## src/rtl/apb_timer_slave.sv

```systemverilog
// APB slave with a prescaled down-counter timer and level interrupt.
// Define APB_TIMER_WAIT_EN to enable the WAIT_STATES access-phase wait counter.
`ifndef PADDR_WIDTH
`define PADDR_WIDTH 32
`endif
`ifndef APB_DATA_WIDTH
`define APB_DATA_WIDTH 32
`endif

module apb_timer_slave #(
    parameter int CNT_WIDTH      = 32,
    parameter int PRESCALE_WIDTH = 8,
    parameter int WAIT_STATES    = 1
) (
    input  logic                       hclk,
    input  logic                       hreset,
    input  logic                       psel,
    input  logic                       penable,
    input  logic                       pwrite,
    input  logic [`PADDR_WIDTH-1:0]    paddr,
    input  logic [`APB_DATA_WIDTH-1:0] pwdata,
    output logic [`APB_DATA_WIDTH-1:0] prdata,
    output logic                       pready,
    output logic                       pslverr,
    output logic                       irq
);
    localparam int DW = `APB_DATA_WIDTH;

    logic                      access_s;
    logic                      ready_s;
    logic                      err_s;
    logic                      commit_s;
    logic [2:0]                idx_s;
    logic                      wr_ctrl_s;
    logic                      wr_load_s;
    logic                      wr_pre_s;
    logic                      wr_status_s;
    logic                      tick_s;
    logic                      expire_s;
    logic [DW-1:0]             rdata_s;
    logic                      unused_s;

    logic                      en_r;
    logic                      reload_r;
    logic                      irq_en_r;
    logic [CNT_WIDTH-1:0]      load_r;
    logic [CNT_WIDTH-1:0]      value_r;
    logic [PRESCALE_WIDTH-1:0] prescale_r;
    logic [PRESCALE_WIDTH-1:0] pcnt_r;
    logic                      timeout_r;
    logic                      irq_r;

    assign access_s = psel & penable;
    assign idx_s    = paddr[4:2];
    assign unused_s = ^{paddr, pwdata};

`ifdef APB_TIMER_WAIT_EN
    localparam logic [3:0] WAIT_CFG = 4'(WAIT_STATES);
    logic [3:0] wait_cnt_r;

    // Wait counter restarts outside the access phase and after each completion
    always_ff @(posedge hclk) begin
        if (hreset) begin
            wait_cnt_r <= 4'd0;
        end else if (!access_s || ready_s) begin
            wait_cnt_r <= 4'd0;
        end else begin
            wait_cnt_r <= wait_cnt_r + 4'd1;
        end
    end

    assign ready_s = access_s && (wait_cnt_r == WAIT_CFG);
`else
    logic unused_wait_s;
    assign unused_wait_s = (WAIT_STATES == 0);
    assign ready_s       = access_s;
`endif

    assign err_s       = (idx_s > 3'd4) || (pwrite && (idx_s == 3'd2));
    assign commit_s    = ready_s && pwrite && !err_s;
    assign wr_ctrl_s   = commit_s && (idx_s == 3'd0);
    assign wr_load_s   = commit_s && (idx_s == 3'd1);
    assign wr_pre_s    = commit_s && (idx_s == 3'd3);
    assign wr_status_s = commit_s && (idx_s == 3'd4);

    assign tick_s   = en_r && (pcnt_r == prescale_r);
    assign expire_s = tick_s && (value_r == '0);

    // Register read multiplexer
    always_comb begin
        rdata_s = '0;
        case (idx_s)
            3'd0:    rdata_s[2:0] = {irq_en_r, reload_r, en_r};
            3'd1:    rdata_s[CNT_WIDTH-1:0] = load_r;
            3'd2:    rdata_s[CNT_WIDTH-1:0] = value_r;
            3'd3:    rdata_s[PRESCALE_WIDTH-1:0] = prescale_r;
            3'd4:    rdata_s[0] = timeout_r;
            default: rdata_s = '0;
        endcase
    end

    assign pready  = ready_s;
    assign pslverr = ready_s && err_s;
    assign prdata  = (ready_s && !pwrite && !err_s) ? rdata_s : '0;
    assign irq     = irq_r;

    // Control bits and prescaler; enabling from idle restarts the prescale phase
    always_ff @(posedge hclk) begin
        if (hreset) begin
            en_r     <= 1'b0;
            reload_r <= 1'b0;
            irq_en_r <= 1'b0;
            pcnt_r   <= '0;
        end else begin
            if (wr_ctrl_s) begin
                en_r     <= pwdata[0];
                reload_r <= pwdata[1];
                irq_en_r <= pwdata[2];
            end else if (expire_s && !reload_r) begin
                en_r <= 1'b0;
            end else begin
                en_r <= en_r;
            end
            if (wr_ctrl_s && pwdata[0] && !en_r) begin
                pcnt_r <= '0;
            end else if (tick_s) begin
                pcnt_r <= '0;
            end else if (en_r) begin
                pcnt_r <= pcnt_r + PRESCALE_WIDTH'(1);
            end else begin
                pcnt_r <= pcnt_r;
            end
        end
    end

    // LOAD, PRESCALE and the down-counter; a LOAD write overrides the tick
    always_ff @(posedge hclk) begin
        if (hreset) begin
            load_r     <= '0;
            value_r    <= '0;
            prescale_r <= '0;
        end else begin
            if (wr_load_s) begin
                load_r  <= pwdata[CNT_WIDTH-1:0];
                value_r <= pwdata[CNT_WIDTH-1:0];
            end else if (tick_s && (value_r != '0)) begin
                value_r <= value_r - CNT_WIDTH'(1);
            end else if (expire_s && reload_r) begin
                value_r <= load_r;
            end else begin
                value_r <= value_r;
            end
            if (wr_pre_s) begin
                prescale_r <= pwdata[PRESCALE_WIDTH-1:0];
            end else begin
                prescale_r <= prescale_r;
            end
        end
    end

    // Timeout flag (set beats clear) and the registered interrupt
    always_ff @(posedge hclk) begin
        if (hreset) begin
            timeout_r <= 1'b0;
            irq_r     <= 1'b0;
        end else begin
            if (expire_s) begin
                timeout_r <= 1'b1;
            end else if (wr_status_s && pwdata[0]) begin
                timeout_r <= 1'b0;
            end else begin
                timeout_r <= timeout_r;
            end
            irq_r <= timeout_r & irq_en_r;
        end
    end

endmodule

```

## config.mk

```make
export PLATFORM = sky130hd
export DESIGN_NAME = apb_timer_slave
export DESIGN_NICKNAME = d
export VERILOG_FILES = /design/src/rtl/apb_timer_slave.sv
export SDC_FILE = /design/constraint.sdc
export NUM_CORES = 1
export LEC_CHECK = 0
export BUFFER_PORTS_ARGS = -buffer_cell sky130_fd_sc_hd__buf_4
export CORE_UTILIZATION = 30
export CTS_BUF_LIST = sky130_fd_sc_hd__clkbuf_4 sky130_fd_sc_hd__clkbuf_8
export DETAILED_ROUTE_END_ITERATION = 7
export PLACE_DENSITY = 0.56
export RECOVER_POWER = 50
export SLEW_MARGIN = 0
export SYNTH_ARGS = -nofsm -noshare
export SYNTH_HDL_FRONTEND = slang
export SYNTH_SLANG_ARGS = --single-unit
```

## constraint.sdc

```tcl
create_clock -name hclk -period 4.1 [get_ports hclk]
set_input_delay 0.205 -clock hclk [delete_from_list [all_inputs] [get_ports hclk]]
set_output_delay 0.205 -clock hclk [all_outputs]
set_load 0.01 [all_outputs]
```

==> results.md <==
- Mean area per synthesized cell: 7.64 µm²
- Arrival time worst endpoint: 3.04 ns
- Post-placement cell count: 926
- Min-delay worst type: input port to register
- Clock transition at the register clock pins on the worst setup and hold paths after CTS: 0.09 ns
- Die outline area: 0.0178 mm²
- Routed wire per std cell: 16.4 µm
- Detailed-routed wire length on met3: 663 µm
- Number of H-tree levels: 3
- Master cell of the clock root buffer: clkbuf_8
- WL met2: 6680 µm
- Total routed wirelength: 15500 µm
- DRT iter0 DRCs: 328
- Standard cell core area: 0.0168 mm²
- Maximum fanout along the worst path: 25
- Clk sink count: 85
- Commonest register cell after synthesis: dfxtp_1
- Number of different library cells in the post-synthesis netlist: 60
- Post-CTS Hold Buffers: 0
- Critical path start-end classification: input port to primary output
- Pre-Repair DR Iteration Count: 5
- Layout Cells excl Fill: 942
- Detailed-placement wirelength estimate: 10300 µm
- Number of buffers added for setup after CTS: 0
- Top metal layer carrying routed signals: met4
- Transition at the pin with the smallest max-transition slack: 2.21 ns
- Fraction of final layout cells with drive strength greater than 1: 16.1%
- Proportion of synthesized flip-flops having asynchronous set or reset: 0%
- Final period demand of the worst path: 3.25 ns
- Antenna cell count: 0
- Starting Density: 30.9%
- Result of the run: finished, violations left
- Overall fraction of global-route tracks in use: 17.8%
- Cell Pwr Density: 295 mW/mm²
- Residual overflow from global routing: 0
- Worst R2R Path Depth: 9
- Vias in the first global route: 4564
- Area Growth Syn to Fin: 15.5%
- Antenna violations before repair: 0
- Final Net Count: 789
- Ordered cell list for the critical path: clkbuf_1 > clkinv_1 > nor3_1 > clkbuf_1 > a22oi_1 > nor2_1 > buf_4
- Final hold violation count: 0
- Launch instance of the worst register-to-register path: value_r[0]$_SDFFE_PP0P_
- Count of port buffers added during placement: 74
- Count of flip-flops with a built-in enable after synthesis: 0
- Final clock skew: 0.0154 ns
- TritonCTS clock tree: done
- Max stage delay cell, worst path: clkbuf_1
- Sequential cell area fraction in the yosys report: 32.8%
- Hold_sp: pwdata[10]
- Slew Limit Fails: 116
- Count of buffering cells on the critical path with inverters included: 4
- Number of nets with antenna violations after detailed routing: 0
- Setup TNS Final: 0 ns
- Post-route fraction of the period consumed by the critical path: 79.2%
- Min Hold Slack: 0.0729 ns
- Setup slack of the most critical reg-to-reg path: 0.99 ns
- Most common cell after layout, fill and taps aside: nor2_1
- Post-Syn Instances: 679
- Vias per Instance: 5.21
- Die span in y: 133 µm
- Highest-count cells in the layout ignoring fill and taps: nor2_1 (103), nand2_1 (94), dfxtp_1 (85)
- Global-route wire length before repair: 25200 µm
- Reg2Reg Capture Point: value_r[5]$_SDFFE_PP0P_
- Final critical-path setup slack: 0.852 ns
- Gates resized, CTS repair: 0
- Worst slew margin relative to its limit: -49.7%
- Reported leakage power: 2.17 nW
- Kind of start point of the critical path: input port
- Destination of the worst hold path: load_r[10]$_SDFFE_PP0P_
- Data required, critical path: 3.89 ns
- Count of endpoints failing setup in the final report: 0
- Top-Level Pins: 104
- Wire length the detailed router placed on met1: 7900 µm
- Total CTS buffers: 9
- Violated checks: capacitance limit, slew limit
- Flop and latch count out of synthesis: 85
- Critical path's top delay family: buffers and inverters
- Most numerous cell on the critical path: clkbuf_1
- Maximum root-to-sink buffer count: 2
- Hold Path Stages: 3
- Later-pin clock latency in the skew report: 0.39 ns
- Via count of the routed design: 4908
- Fmax: 308 MHz
- Worst VDD drop: 0.144 mV
- Synthesized cell area: 0.00519 mm²
- Largest net degree at the start of global routing: 82
- Post-synthesis net count: 751
- Crit end category: primary output
- Crit path largest cell delay: 1.12 ns
- Number of violations of the max-capacitance limit: 3
- Pre-CTS setup slack: 1.04 ns
- Total number of placement rows: 47
- Yosys warning total: 0
- DRC Markers: 0
- Die width: 133 µm
- Unrepaired setup endpoints after global routing: false
- Last weighted congestion value of the routability-driven placer: 0.746
flip-flops by register name, indices dropped and copies added (netlist names):
name        flops
irq_en_r        1
load_r         32
irq             1
reload_r        1
prescale_r      8
timeout_r       1
value_r        32
en_r            1
pcnt_r          8
cell type report:
cell class	instances	area, µm²
Timing Repair Buffer	85	603
Clock inverter	5	37.5
Fill cell	1835	10800
Inverter	8	30.0
Sequential cell	85	1700
Multi-Input combinational cell	528	3200
Tap cell	220	275
Clock buffer	11	139
worst max-delay path by stage:
stage / from / to / slack (ns) / cells past startpoint
after floorplan: value_r[16]$_SDFFE_PP0P_ / value_r[26]$_SDFFE_PP0P_ / 1.79 / 8
after CTS: value_r[16]$_SDFFE_PP0P_ / value_r[5]$_SDFFE_PP0P_ / 1.02 / 7
after global routing: paddr[2] / prdata[31] / 0.64 / 7
final: paddr[2] / prdata[31] / 0.85 / 7
after detailed placement: value_r[0]$_SDFFE_PP0P_ / value_r[5]$_SDFFE_PP0P_ / 1.04 / 9
after global placement: value_r[16]$_SDFFE_PP0P_ / value_r[3]$_SDFFE_PP0P_ / 1.11 / 7
tightest hold or removal path: cells and delay by family:
family                 cells  cell delay, ns
and+or+nand+nor            1            0.05
buffers and inverters      1            0.11
AOI/OAI and AO/OA          1            0.05
report_power, final:
part	internal (W)	leakage (nW)	switching [W]
clock	0.000235	0.0864	0.000325
combinational	0.000138	1.39	0.000223
sequential	0.000834	0.685	0.0000132
per-layer routing:
metal	global-route usage, %	up-vias
li1	-	2500
met1	26.5	2277
met2	26.1	115
met3	2.44	16
met4	5.68	0
met5	0	-
stage by stage:
stage | total power [W] | instance area, µm² | util, %
3_3_place_gp | 0.00123 | 5890 | 35.1
2_1_floorplan | 0.00112 | 5190 | -
4_1_cts | 0.00179 | 6060 | 36.2
3_5_place_dp | 0.00123 | 5890 | 35.1
6_report | 0.00177 | 5990 | 35.7
5_1_grt | 0.00185 | 5990 | 35.7
cells in the mapped netlist (5+ instances only):
cell / instances / area (µm²)
or3_1: 6 / 37.5
a21oi_1: 68 / 340
o21ai_1: 6 / 30.0
nand2_1: 94 / 353
xor2_1: 16 / 140
buf_2: 7 / 35.0
o21ai_0: 14 / 70.1
inv_1: 7 / 26.3
xnor2_1: 19 / 166
nand4_1: 9 / 56.3
a211oi_1: 22 / 165
nand3_1: 13 / 65.1
clkbuf_1: 42 / 158
and3_1: 15 / 93.8
a211o_1: 6 / 52.6
a22oi_1: 24 / 180
a31oi_1: 7 / 43.8
dfxtp_1: 85 / 1700
nor4_1: 7 / 43.8
mux2i_1: 18 / 180
nor3_1: 14 / 70.1
nor2_1: 103 / 387
buf_6: 5 / 56.3
kinds of logic (layout without fill, tap and decap cells):
| logic type | after synthesis | after routing | share of synthesized area, % |
|---|---|---|---|
| AOI/OAI and AO/OA | 178 | 178 | 23.0 |
| DFF | 85 | 85 | 32.8 |
| xor gates and xnor gates | 35 | 35 | 5.91 |
| and+or+nand+nor | 291 | 291 | 27.0 |
| buffers and inverters | 66 | 109 | 5.69 |
| muxes | 21 | 21 | 4.78 |
| adders and majority gates | 3 | 3 | 0.724 |
Note: power is estimated with default switching activity, not from simulation.
